## src/rtl/cart_megarom_mapper.sv

```systemverilog
// MSX MegaROM bank mapper: per-cart ASCII8/ASCII16/Konami/Konami-SCC bank registers and address translation.
// Optional SCC register window decode is enabled by defining MEGAROM_SCC_EN.
module cart_megarom_mapper #(
  parameter int NUM_CARTS = 2,
  parameter int ADDR_W    = 25,
  parameter int CN_W      = 1
) (
  input  logic                   clk,
  input  logic                   reset,
  input  logic [2*NUM_CARTS-1:0] i_mode,
  input  logic [ADDR_W-1:0]      i_rom_size,
  input  logic [15:0]            i_cpu_addr,
  input  logic [7:0]             i_din,
  input  logic                   i_cpu_mreq,
  input  logic                   i_cpu_wr,
  input  logic                   i_cs,
  input  logic [CN_W-1:0]        i_cart_num,
  output logic [ADDR_W-1:0]      o_mem_addr,
  output logic                   o_mem_unmapped,
  output logic                   o_scc_cs
);

  localparam logic [1:0] M_ASCII8  = 2'd0;
  localparam logic [1:0] M_ASCII16 = 2'd1;
  localparam logic [1:0] M_KONAMI  = 2'd2;
  localparam logic [1:0] M_SCC     = 2'd3;

  function automatic logic [7:0] init_bank(input logic [1:0] m, input logic [1:0] k);
    case (m)
      M_ASCII8:  init_bank = 8'h00;
      M_ASCII16: init_bank = {7'b0, k[0]};
      default:   init_bank = {6'b0, k};
    endcase
  endfunction

  logic [7:0] r_bank   [NUM_CARTS][4];
  logic [1:0] r_mode_q [NUM_CARTS];

  logic        w_cart_ok;
  logic [1:0]  w_sel_mode;
  logic [7:0]  w_sel_bank [4];
  logic [3:0]  w_we;
  logic [7:0]  w_wd [4];
  logic        w_wr;
  logic [4:0]  w_a5;
  logic [2:0]  w_a3;
  logic        w_in_win;
  logic [1:0]  w_page;
  logic [20:0] w_rom_addr;
  logic        w_scc_hit;

  assign w_a5 = i_cpu_addr[15:11];
  assign w_a3 = i_cpu_addr[15:13];

  always_comb begin
    w_cart_ok  = 1'b0;
    w_sel_mode = '0;
    for (int k = 0; k < 4; k++) w_sel_bank[k] = '0;
    for (int c = 0; c < NUM_CARTS; c++) begin
      if (int'(i_cart_num) == c) begin
        w_cart_ok  = 1'b1;
        w_sel_mode = r_mode_q[c];
        for (int k = 0; k < 4; k++) w_sel_bank[k] = r_bank[c][k];
      end
    end
  end

  // Per-mode write decode; ASCII16 writes fill an even/odd pair of 8 KB registers.
  always_comb begin
    w_we = 4'b0000;
    for (int k = 0; k < 4; k++) w_wd[k] = i_din;
    case (w_sel_mode)
      M_ASCII8: begin
        if (w_a3 == 3'b011) w_we[i_cpu_addr[12:11]] = 1'b1;
      end
      M_ASCII16: begin
        w_wd[0] = {i_din[6:0], 1'b0};
        w_wd[1] = {i_din[6:0], 1'b1};
        w_wd[2] = {i_din[6:0], 1'b0};
        w_wd[3] = {i_din[6:0], 1'b1};
        if (w_a5 == 5'b01100) w_we[1:0] = 2'b11;
        if (w_a5 == 5'b01110) w_we[3:2] = 2'b11;
      end
      M_KONAMI: begin
        if (w_a3 == 3'b011) w_we[1] = 1'b1;
        if (w_a3 == 3'b100) w_we[2] = 1'b1;
        if (w_a3 == 3'b101) w_we[3] = 1'b1;
      end
      default: begin
        if (w_a5 == 5'b01010) w_we[0] = 1'b1;
        if (w_a5 == 5'b01110) w_we[1] = 1'b1;
        if (w_a5 == 5'b10010) w_we[2] = 1'b1;
        if (w_a5 == 5'b10110) w_we[3] = 1'b1;
      end
    endcase
  end

  assign w_wr = i_cs & i_cpu_mreq & i_cpu_wr & w_cart_ok;

  // A mode change re-initialises the cart and swallows any write to it on that edge.
  always_ff @(posedge clk) begin
    for (int c = 0; c < NUM_CARTS; c++) begin
      if (reset || (i_mode[2*c +: 2] != r_mode_q[c])) begin
        r_mode_q[c] <= i_mode[2*c +: 2];
        for (int k = 0; k < 4; k++) r_bank[c][k] <= init_bank(i_mode[2*c +: 2], 2'(k));
      end else if (w_wr && (int'(i_cart_num) == c)) begin
        for (int k = 0; k < 4; k++) begin
          if (w_we[k]) r_bank[c][k] <= w_wd[k];
        end
      end
    end
  end

  assign w_in_win   = (i_cpu_addr[15:14] == 2'b01) || (i_cpu_addr[15:14] == 2'b10);
  assign w_page     = {~i_cpu_addr[14], i_cpu_addr[13]};
  assign w_rom_addr = {w_sel_bank[w_page], i_cpu_addr[12:0]};
  assign o_mem_addr = (w_in_win && w_cart_ok) ? ADDR_W'(w_rom_addr) : '0;

`ifdef MEGAROM_SCC_EN
  assign w_scc_hit = w_cart_ok & (w_sel_mode == M_SCC) & (w_sel_bank[2][5:0] == 6'h3F) &
                     i_cs & i_cpu_mreq & (w_a5 == 5'b10011);
`else
  assign w_scc_hit = 1'b0;
`endif

  assign o_scc_cs       = w_scc_hit;
  assign o_mem_unmapped = i_cs & (~w_in_win | (o_mem_addr >= i_rom_size)) & ~w_scc_hit;

endmodule

```

## config.mk

```make
export PLATFORM = sky130hd
export DESIGN_NAME = cart_megarom_mapper
export DESIGN_NICKNAME = d
export VERILOG_FILES = /design/src/rtl/cart_megarom_mapper.sv
export SDC_FILE = /design/constraint.sdc
export NUM_CORES = 1
export LEC_CHECK = 0
export BUFFER_PORTS_ARGS = -buffer_cell sky130_fd_sc_hd__buf_2
export CAP_MARGIN = 10
export CORE_UTILIZATION = 45
export CTS_BUF_LIST = sky130_fd_sc_hd__clkbuf_2 sky130_fd_sc_hd__clkbuf_4 sky130_fd_sc_hd__clkbuf_8
export DETAILED_ROUTE_END_ITERATION = 6
export GPL_TIMING_DRIVEN = 0
export HOLD_SLACK_MARGIN = 0.08
export PLACE_DENSITY = 0.78
export SYNTH_ARGS = -nofsm -noshare
export SYNTH_HDL_FRONTEND = slang
export SYNTH_SLANG_ARGS = --single-unit
export TNS_END_PERCENT = 5
```

## constraint.sdc

```tcl
create_clock -name clk -period 3.01 [get_ports clk]
set_input_delay 0.1505 -clock clk [delete_from_list [all_inputs] [get_ports clk]]
set_output_delay 0.1505 -clock clk [all_outputs]
set_load 0.02 [all_outputs]
```

; Word-level counts from Yosys, hierarchy flattened
; Memory sizes are Yosys's and may differ from the RTL's.
; Index checks and enable logic that the tools add are counted.
[word_totals]
ff_bits = 0
latch_bits = 0
ram_bits = 68
mem_bits_ro = 0
wordCells = 124
memories = 2
[memory_table]
columns = memory, words, word_bits, read_ports, rd_clocked_by_memory_dff, wr, line
row1 = r_bank, 2, 32, 2, 0, 2, 36  ; logic [7:0] r_bank [NUM_CARTS][4];
row2 = r_mode_q, 2, 2, 2, 0, 2, 37  ; logic [1:0] r_mode_q [NUM_CARTS];
[op_classes]
addsub = 0
n_mul = 0
div = 0
order_cmp = 4
eq_ne = 16
shifts = 0
mux = 75
bitwise = 16
reduce_logical = 11
[ops]
columns = op, count
row1 = $mux 8, 18
row2 = $mux 32, 2
row3 = $mux 1, 42
row4 = $ge 21x25->1, 1
row5 = $mux 21, 1
row6 = $bmux 8 s2, 1
row7 = $eq 5x4->1 const B, 3
row8 = $eq 5x5->1 const B, 2
row9 = $mux 2, 5
row10 = $or 1x1->1, 9
row11 = $pmux 3 s3, 1
row12 = $eq 2x1->1 const B, 4
row13 = $pmux 2 s2, 2
row14 = $eq 3x3->1 const B, 2
row15 = $logic_not 2->1, 3
row16 = $eq 2x2->1 const B, 2
row17 = $mux 4, 1
row18 = $ne 2x2->1, 2
row19 = $reduce_or 2->1, 2
row20 = $and 1x1->1, 3
row21 = $eq 3x2->1 const B, 1
row22 = $ge 3x3->1 const B, 1
row23 = $logic_and 1x1->1, 3
row24 = $logic_or 1x1->1, 3
row25 = 6 further kinds, 8

; Logic depth before layout (Yosys ltp)
; Gate-level depths: netlist of run 1.
[depth]
depth_word = 11
mapped_depth = 11

; Least setup slack after synthesis of run 1
; Ideal clock, no wire load.
[synth_path]
kind = input to output
startpoint = in i_cart_num
endpoint = out o_mem_unmapped
arrival_time_ps = 2436
required_ps = 2859
setup_slack_ps = 423
cell_stages = 10
n_path_buf = 2
path_cell_list = buf_6 buf_2 mux4_2 nand2_1 a21oi_1 ha_1 nand4_1 nor2_1 o211ai_1 a41oi_1
[synth_via]
elab_chain_cells = 8
[synth_rtl]
columns = element, line
row1 = from (decl), 17  ; input logic [CN_W-1:0] i_cart_num,
row2 = $mux 32, 60  ; if (int'(i_cart_num) == c) begin
row3 = $bmux 8 s2, 116  ; assign w_rom_addr = {w_sel_bank[w_page], i_cpu_addr[12:0]};
row4 = $mux 8 (implied by the code) (2 in a row), 116
row5 = $mux 21, 117  ; assign o_mem_addr = (w_in_win && w_cart_ok) ? ADDR_W'(w_rom_addr) : '0;
row6 = named net o_mem_addr[15], 18  ; output logic [ADDR_W-1:0] o_mem_addr,
row7 = $ge 21x25->1, 127  ; assign o_mem_unmapped = i_cs & (~w_in_win | (o_mem_addr >= i_rom_size)) & ~w_scc_hit;
row8 = $or 1x1->1, 127
row9 = $and 1x1->1, 127
row10 = to (decl), 19  ; output logic o_mem_unmapped,
; The timed path passes the listed nets, and every way through them passes these cells. The select of a mux whose other input is x is not followed.

; Worst setup path in the final report of run 1
[layout_path]
startpoint = in i_cart_num
endpoint = out o_mem_unmapped
[layout_via]
elab_chain_cells = 8
[layout_rtl]
columns = element, line
row1 = $mux 32, 60
row2 = $bmux 8 s2, 116
row3 = $mux 8 (implied by the code) (2 in a row), 116
row4 = $mux 21, 117
row5 = $ge 21x25->1, 127
row6 = $or 1x1->1, 127
row7 = $and 1x1->1, 127
; No other way between the ends. The select of a mux whose other input is x is not followed.

==> metrics.txt, run 1 <==
Max Freq 356.1 MHz; Setup CP Type input pin to primary output; Synth Register Bits 68; Routed wire per std cell 17.20 um; first-pass iteration count of the detailed router 5; Starting Density 46.47%; Die X 96.90 um; MaxCap Viol Count 0; largest net degree at the start of global routing 12; wl on met1 3925 um; met3 wire len 696 um; via count 3069; minimum clock period 2808 ps; via/cell ratio 5.441; CTS H-Tree Depth 3; Static Leakage 2.238 nW; synthesized area 4053 um^2; clk_skew 5.060 ps; FILL cells 740; Rows 34; Area Overhead vs Synth 19.54%; Nets 531; CP Data Arrival Time 2660 ps; ratio of cells with drive above 1 in the final layout 31.80%; Cells after DPL 543; Critical path origin i_cart_num; Synth cell types 51; DP HPWL 7587 um; initial antenna violation count 0; Worst VDD drop 0.3104 mV; Post-synth EDFFs 68; CP Data Required Time 2860 ps; highest routed metal layer met4; Routed Antenna Nets 0; IO Port Bufs 79; relative slew slack 42.99%; 1st-iter DRT viols 196; Clock Tree Buf Depth 2; Max FO, Critical Path 10; RePlAce Congestion 0.8273; crit path capture type primary output; DRT Wirelength 9698 um; Synth Warn # 0; Final setup viols 0; Final period util 93.31%; register area share after synthesis 50.39%; Worst Hold Slack 99.50 ps; residual DRC count 0; Total Die Area 9390 um^2; TNS Setup 0 ps; TritonCTS Buffers 9; worst slew pin tran 831.3 ps; Setup crit start kind input pin; Placeable Area 8721 um^2; Hold Crit Class input pin to flop; grt total ovfl 0; reg-to-reg startpoint r_mode_q[0][1]; final hold viol count 0; I/O pins 86; clock latency at the later pin of the worst-skew pair 340 ps; metal2 WL 4964 um; Synth async-reset ratio 0%; Diodes inserted 0; max-slew violation count 0; Clk pin slew, worst setup/hold paths 70 ps; overall routing resource usage 21.67%; power density cells 447.9 nW/um^2; Setup Buffers After CTS 0; Root Driver clkbuf_8; top_reg_cell synth edfxtp_1; HP Start i_mode[1]; vias in the first global route 3070; RSZ-0062 raised after global routing no; CTS tree yes; Die H 96.90 um; average size of a mapped cell 11.68 um^2; status completed; Layout Cells excl Fill 564; Syn Inst Count 347; Layout Utilization 55.55%; CTS sink cnt 68; first-pass GRT wire length 15400 um
synth_stat cells (2+ instances only):
| master | count | area (um^2) |
|---|---|---|
| mux2_2 | 2 | 22.52 |
| nor2_1 | 65 | 244.0 |
| inv_1 | 25 | 93.84 |
| nand2_1 | 24 | 90.09 |
| nor4_1 | 2 | 12.51 |
| buf_4 | 6 | 45.04 |
| nand3_1 | 2 | 10.01 |
| nand2b_1 | 4 | 25.02 |
| o21ai_0 | 14 | 70.07 |
| a21o_1 | 2 | 15.01 |
| xor2_1 | 4 | 35.03 |
| mux2i_1 | 14 | 140.1 |
| mux4_2 | 14 | 315.3 |
| nor3_2 | 2 | 20.02 |
| o21bai_1 | 2 | 15.01 |
| a21oi_1 | 13 | 65.06 |
| edfxtp_1 | 68 | 2042 |
| nand4_1 | 4 | 25.02 |
| and4_1 | 2 | 17.52 |
| nand2_2 | 5 | 31.28 |
| mux2_4 | 5 | 75.07 |
| o22ai_1 | 2 | 12.51 |
| and2_1 | 14 | 87.58 |
| ha_1 | 21 | 262.8 |
| clkbuf_1 | 4 | 15.01 |
| nand2_4 | 2 | 22.52 |
flip-flops by register name, summed over array words and instances (netlist names):
register and cells:
r_bank 64, r_mode_q 4
cell type report:
class                      instances  area [um^2]  area share (%)
sequential                        68         2042           42.15
tap                              108        135.1           2.789
inverter                          25        93.84           1.937
clock buffer                      10        131.4           2.712
multi-input combinational        246         1856           38.30
clock inverter                     6        31.28          0.6457
timing repair buffer              89        475.5           9.814
buffer                            12        80.08           1.653
critical path: stages:
cell and delay, ps:
buf_2 130, buf_6 180, clkbuf_4 290, mux4_2 540, nand2_1 80, a21oi_1 90
ha_1 340, nand4_1 150, nor2_1 130, o211ai_1 120, a41oi_1 250, buf_2 200
cells by family after synthesis:
group	share of synthesized area, %
compound gates	7.194
xor+xnor	0.8644
fa+ha+maj	6.483
buf+inv	4.199
flops	50.39
mux	14.63
other cells	0.09253
simple gates	16.15
power by group:
group	total, mW	switching (mW)	internal (mW)
registers	1.14	0.0206	1.11
clock network	0.632	0.334	0.298
logic	0.403	0.240	0.163
cells in the final DEF, fill, tap and decap left out, types with 5 or more instances in the layout:
| cell type | n |
|---|---|
| a21oi_1 | 13 |
| and2_1 | 14 |
| buf_2 | 80 |
| buf_4 | 11 |
| clkbuf_8 | 9 |
| conb_1 | 5 |
| edfxtp_1 | 68 |
| ha_1 | 21 |
| inv_1 | 25 |
| mux2_4 | 5 |
| mux2i_1 | 14 |
| mux4_2 | 14 |
| nand2_1 | 24 |
| nand2_2 | 5 |
| nor2_1 | 65 |
| o21ai_0 | 12 |
per-layer routing:
layer / GRT usage [%] / up-vias
met4: 7.922 / 0
li1: - / 1470
met3: 4.986 / 9
met1: 26.06 / 1459
met2: 37.87 / 131
met5: 0 / -
through the flow:
stage               setup WS, ps  power [mW]  instance area [um^2]
detailed placement         93.54       1.553                  4636
floorplan                  423.1       1.403                  4068
global placement           149.7       1.530                  4598
finish                     201.5       2.170                  4845
CTS                        89.19       2.173                  4828
global route               14.30       2.257                  4845
worst paths after layout:
path	end	slack (ps)	depth (start not counted)
worst max-delay path	o_mem_unmapped	200	12
worst max register to register	r_bank[1][22]	490	5
worst min-delay path	r_mode_q[0][1]	100	1
worst min register to register	r_mode_q[0][2]	870	3
repair_timing:
| action | 4_1_cts | 5_1_grt |
|---|---|---|
| endpoints found under the setup margin | 0 | 1 |
| hold buffers | 3 | 0 |
| hold endpoints to repair | 3 | 0 |
| gates resized for setup | 0 | 4 |
Note: power is estimated with default switching activity, not from simulation.
==> run 2: changes to the inputs <==
==> constraint.sdc (replaced) <==
create_clock -name clk -period 3.01 [get_ports clk]
set_input_delay 0.1505 -clock clk [delete_from_list [all_inputs] [get_ports clk]]
set_output_delay 0.1505 -clock clk [all_outputs]
set_load 0.01 [all_outputs]
==> metrics.txt, run 2 (same netlist as run 1, synthesis figures left out) <==
worst slew pin tran 825.0 ps (-6.275 ps); largest net degree at the start of global routing 12 (unchanged); Biggest register r_bank; overall routing resource usage 21.67% (unchanged); Sw Pwr 0.5794 mW (-2.4%); minimum clock period 2776 ps (-32.40 ps); reg-to-reg startpoint r_mode_q[0][1]; via/cell ratio 5.454 (+0.23%); Hold Crit Class input pin to flop; grt total ovfl 0 (unchanged); Setup crit start kind flop; DP HPWL 7587 um (unchanged); Clk pwr share 29.4% (+0.3 points); reg-to-reg setup timing slack 470 ps (-20 ps); residual DRC count 0 (unchanged); status completed; CP Data Required Time 2860 ps (about the same); most common cell after layout, fill and taps aside buf_2; relative slew slack 43.42% (+0.43 points); Rows 34 (unchanged); setup slack at placement 127.1 ps (+33.56 ps); IO Port Bufs 79 (unchanged); RePlAce Congestion 0.8273 (unchanged); internal cell power 1.575 mW (about the same); TritonCTS Buffers 9 (unchanged); Total Die Area 9390 um^2 (unchanged); max-slew violation count 0 (unchanged); Nets 531 (unchanged); Final setup viols 0 (unchanged); Area Overhead vs Synth 19.54% (unchanged); TNS Setup 0 ps (unchanged); CTS H-Tree Depth 3 (unchanged); Static Leakage 2.238 nW (about the same); CP Data Arrival Time 2630 ps (-30 ps); sequential share of power 52.7% (+0.4 points); Critical path origin r_bank[1][24]; Setup Buffers After CTS 0 (unchanged); Final period util 92.23% (-1.1 points); final hold viol count 0 (unchanged); Sw Ratio 26.89% (-0.48 points); Layout Cells excl Fill 564 (unchanged); DRT Wirelength 9690 um (about the same); Worst Setup EP o_mem_unmapped; MaxCap Viol Count 0 (unchanged); R2R depth 5 (unchanged); Die H 96.90 um (unchanged); ratio of cells with drive above 1 in the final layout 31.80% (unchanged); Placeable Area 8721 um^2 (unchanged); Clock Tree Buf Depth 2 (unchanged); initial antenna violation count 0 (unchanged); Worst VDD drop 0.3112 mV (+0.27%); part of the power in combinational logic 17.9% (-0.7 points); Setup CP Type flop to primary output; Die X 96.90 um (unchanged); Starting Density 46.47% (unchanged); reg2reg end r_bank[1][22]; CTS tree yes; CTS sink cnt 68 (unchanged); max reg flops 64 (unchanged); 1st-iter DRT viols 196 (unchanged); Max Freq 360.2 MHz (+1.2%); I/O pins 86 (unchanged); Hold Path Depth 1 (unchanged); Root Driver clkbuf_8; Routed Antenna Nets 0 (unchanged); vias in the first global route 3070 (unchanged); Routed wire per std cell 17.18 um (about the same); Largest regs r_bank x64, r_mode_q x4; power density cells 444.8 nW/um^2 (-0.69%); crit path capture type primary output; Max FO, Critical Path 2 (-8); clk_skew 5.059 ps (-0.0002200 ps); commonest non-fill, non-tap cells in the layout 80 x buf_2, 68 x edfxtp_1, 65 x nor2_1; Cells after DPL 543 (unchanged); clock latency at the later pin of the worst-skew pair 340 ps (about the same); setup ws final 233.9 ps (+32.40 ps); via count 3076 (+0.23%); first-pass GRT wire length 15400 um (unchanged); RSZ-0062 raised after global routing no; Diodes inserted 0 (unchanged); Clk pin slew, worst setup/hold paths 70 ps (about the same); first-pass iteration count of the detailed router 4 (-1)
-- run 2: changes by cell type in the layout (fill, tap and decap cells not counted) --
cell,change
o21ai_0,+1
o21ai_1,-1
-- run 2: per-stage QoR --
step / total power [mW] / utilization, % / area [um^2] / hold WS [ps]
3_5_place_dp: 1.535 / 53.16 / 4636 / 386.4
5_1_grt: 2.240 / 55.55 / 4845 / 88.40
4_1_cts: 2.156 / 55.37 / 4828 / 86.13
6_report: 2.155 / 55.55 / 4845 / 97.84
3_3_place_gp: 1.513 / 52.73 / 4598 / 384.6
2_1_floorplan: 1.386 / - / 4068 / 249.4
-- run 2: metal layers --
metal | part of all wire, % | GRT usage, % | vias to the layer above | wire (um)
met5 | 0 | 0 | - | 0
met4 | 1.6 | 7.922 | 0 | 155
met1 | 40 | 26.06 | 1459 | 3894
li1 | - | - | 1471 | -
met2 | 51 | 37.87 | 134 | 4923
met3 | 7.4 | 4.986 | 12 | 717
-- run 2: power groups by stage --
stage               Combinational, mW  Clock, mW  Sequential, mW
global route                    0.423      0.676            1.14
detailed placement              0.378          0            1.16
global placement                0.360          0            1.15
CTS                             0.382      0.637            1.14
floorplan                       0.239          0            1.15
finish                          0.386      0.634            1.14
-- run 2: repair_timing --
item / 4_1_cts / 5_1_grt
setup endpoints to repair: 0 / 1
endpoints found under the hold margin: 3 / 0
hold buffers: 3 / 0
gates resized for setup: 0 / 3
-- run 2: final cells by class --
| type | instances | area (um^2) |
|---|---|---|
| plain buffers | 12 | 80.08 |
| clock buffers | 10 | 131.4 |
| clock inverters | 6 | 31.28 |
| fillers | 740 | 3876 |
| inverters | 25 | 93.84 |
| multi-input cells | 246 | 1856 |
| flip-flops and latches | 68 | 2042 |
| well taps | 108 | 135.1 |
| repair buffers | 89 | 475.5 |
-- run 2: worst min-delay path by stage --
stage | to | from | slack [ps]
2_1_floorplan | r_mode_q[0][0] | i_mode[0] | 250
3_3_place_gp | r_mode_q[0][2] | i_mode[2] | 380
3_5_place_dp | r_mode_q[0][0] | i_mode[0] | 390
4_1_cts | r_mode_q[0][1] | i_mode[1] | 90
5_1_grt | r_mode_q[0][1] | i_mode[1] | 90
6_report | r_mode_q[0][1] | i_mode[1] | 100
-- run 2: critical path, stage by stage (launching register included) --
cell      delay (ps)
edfxtp_1         370
mux4_1           500
nand2b_1          80
o21ai_0          190
ha_1             360
nand4_1          130
nor2_1           130
o211ai_1         120
a41oi_1          250
buf_2            170
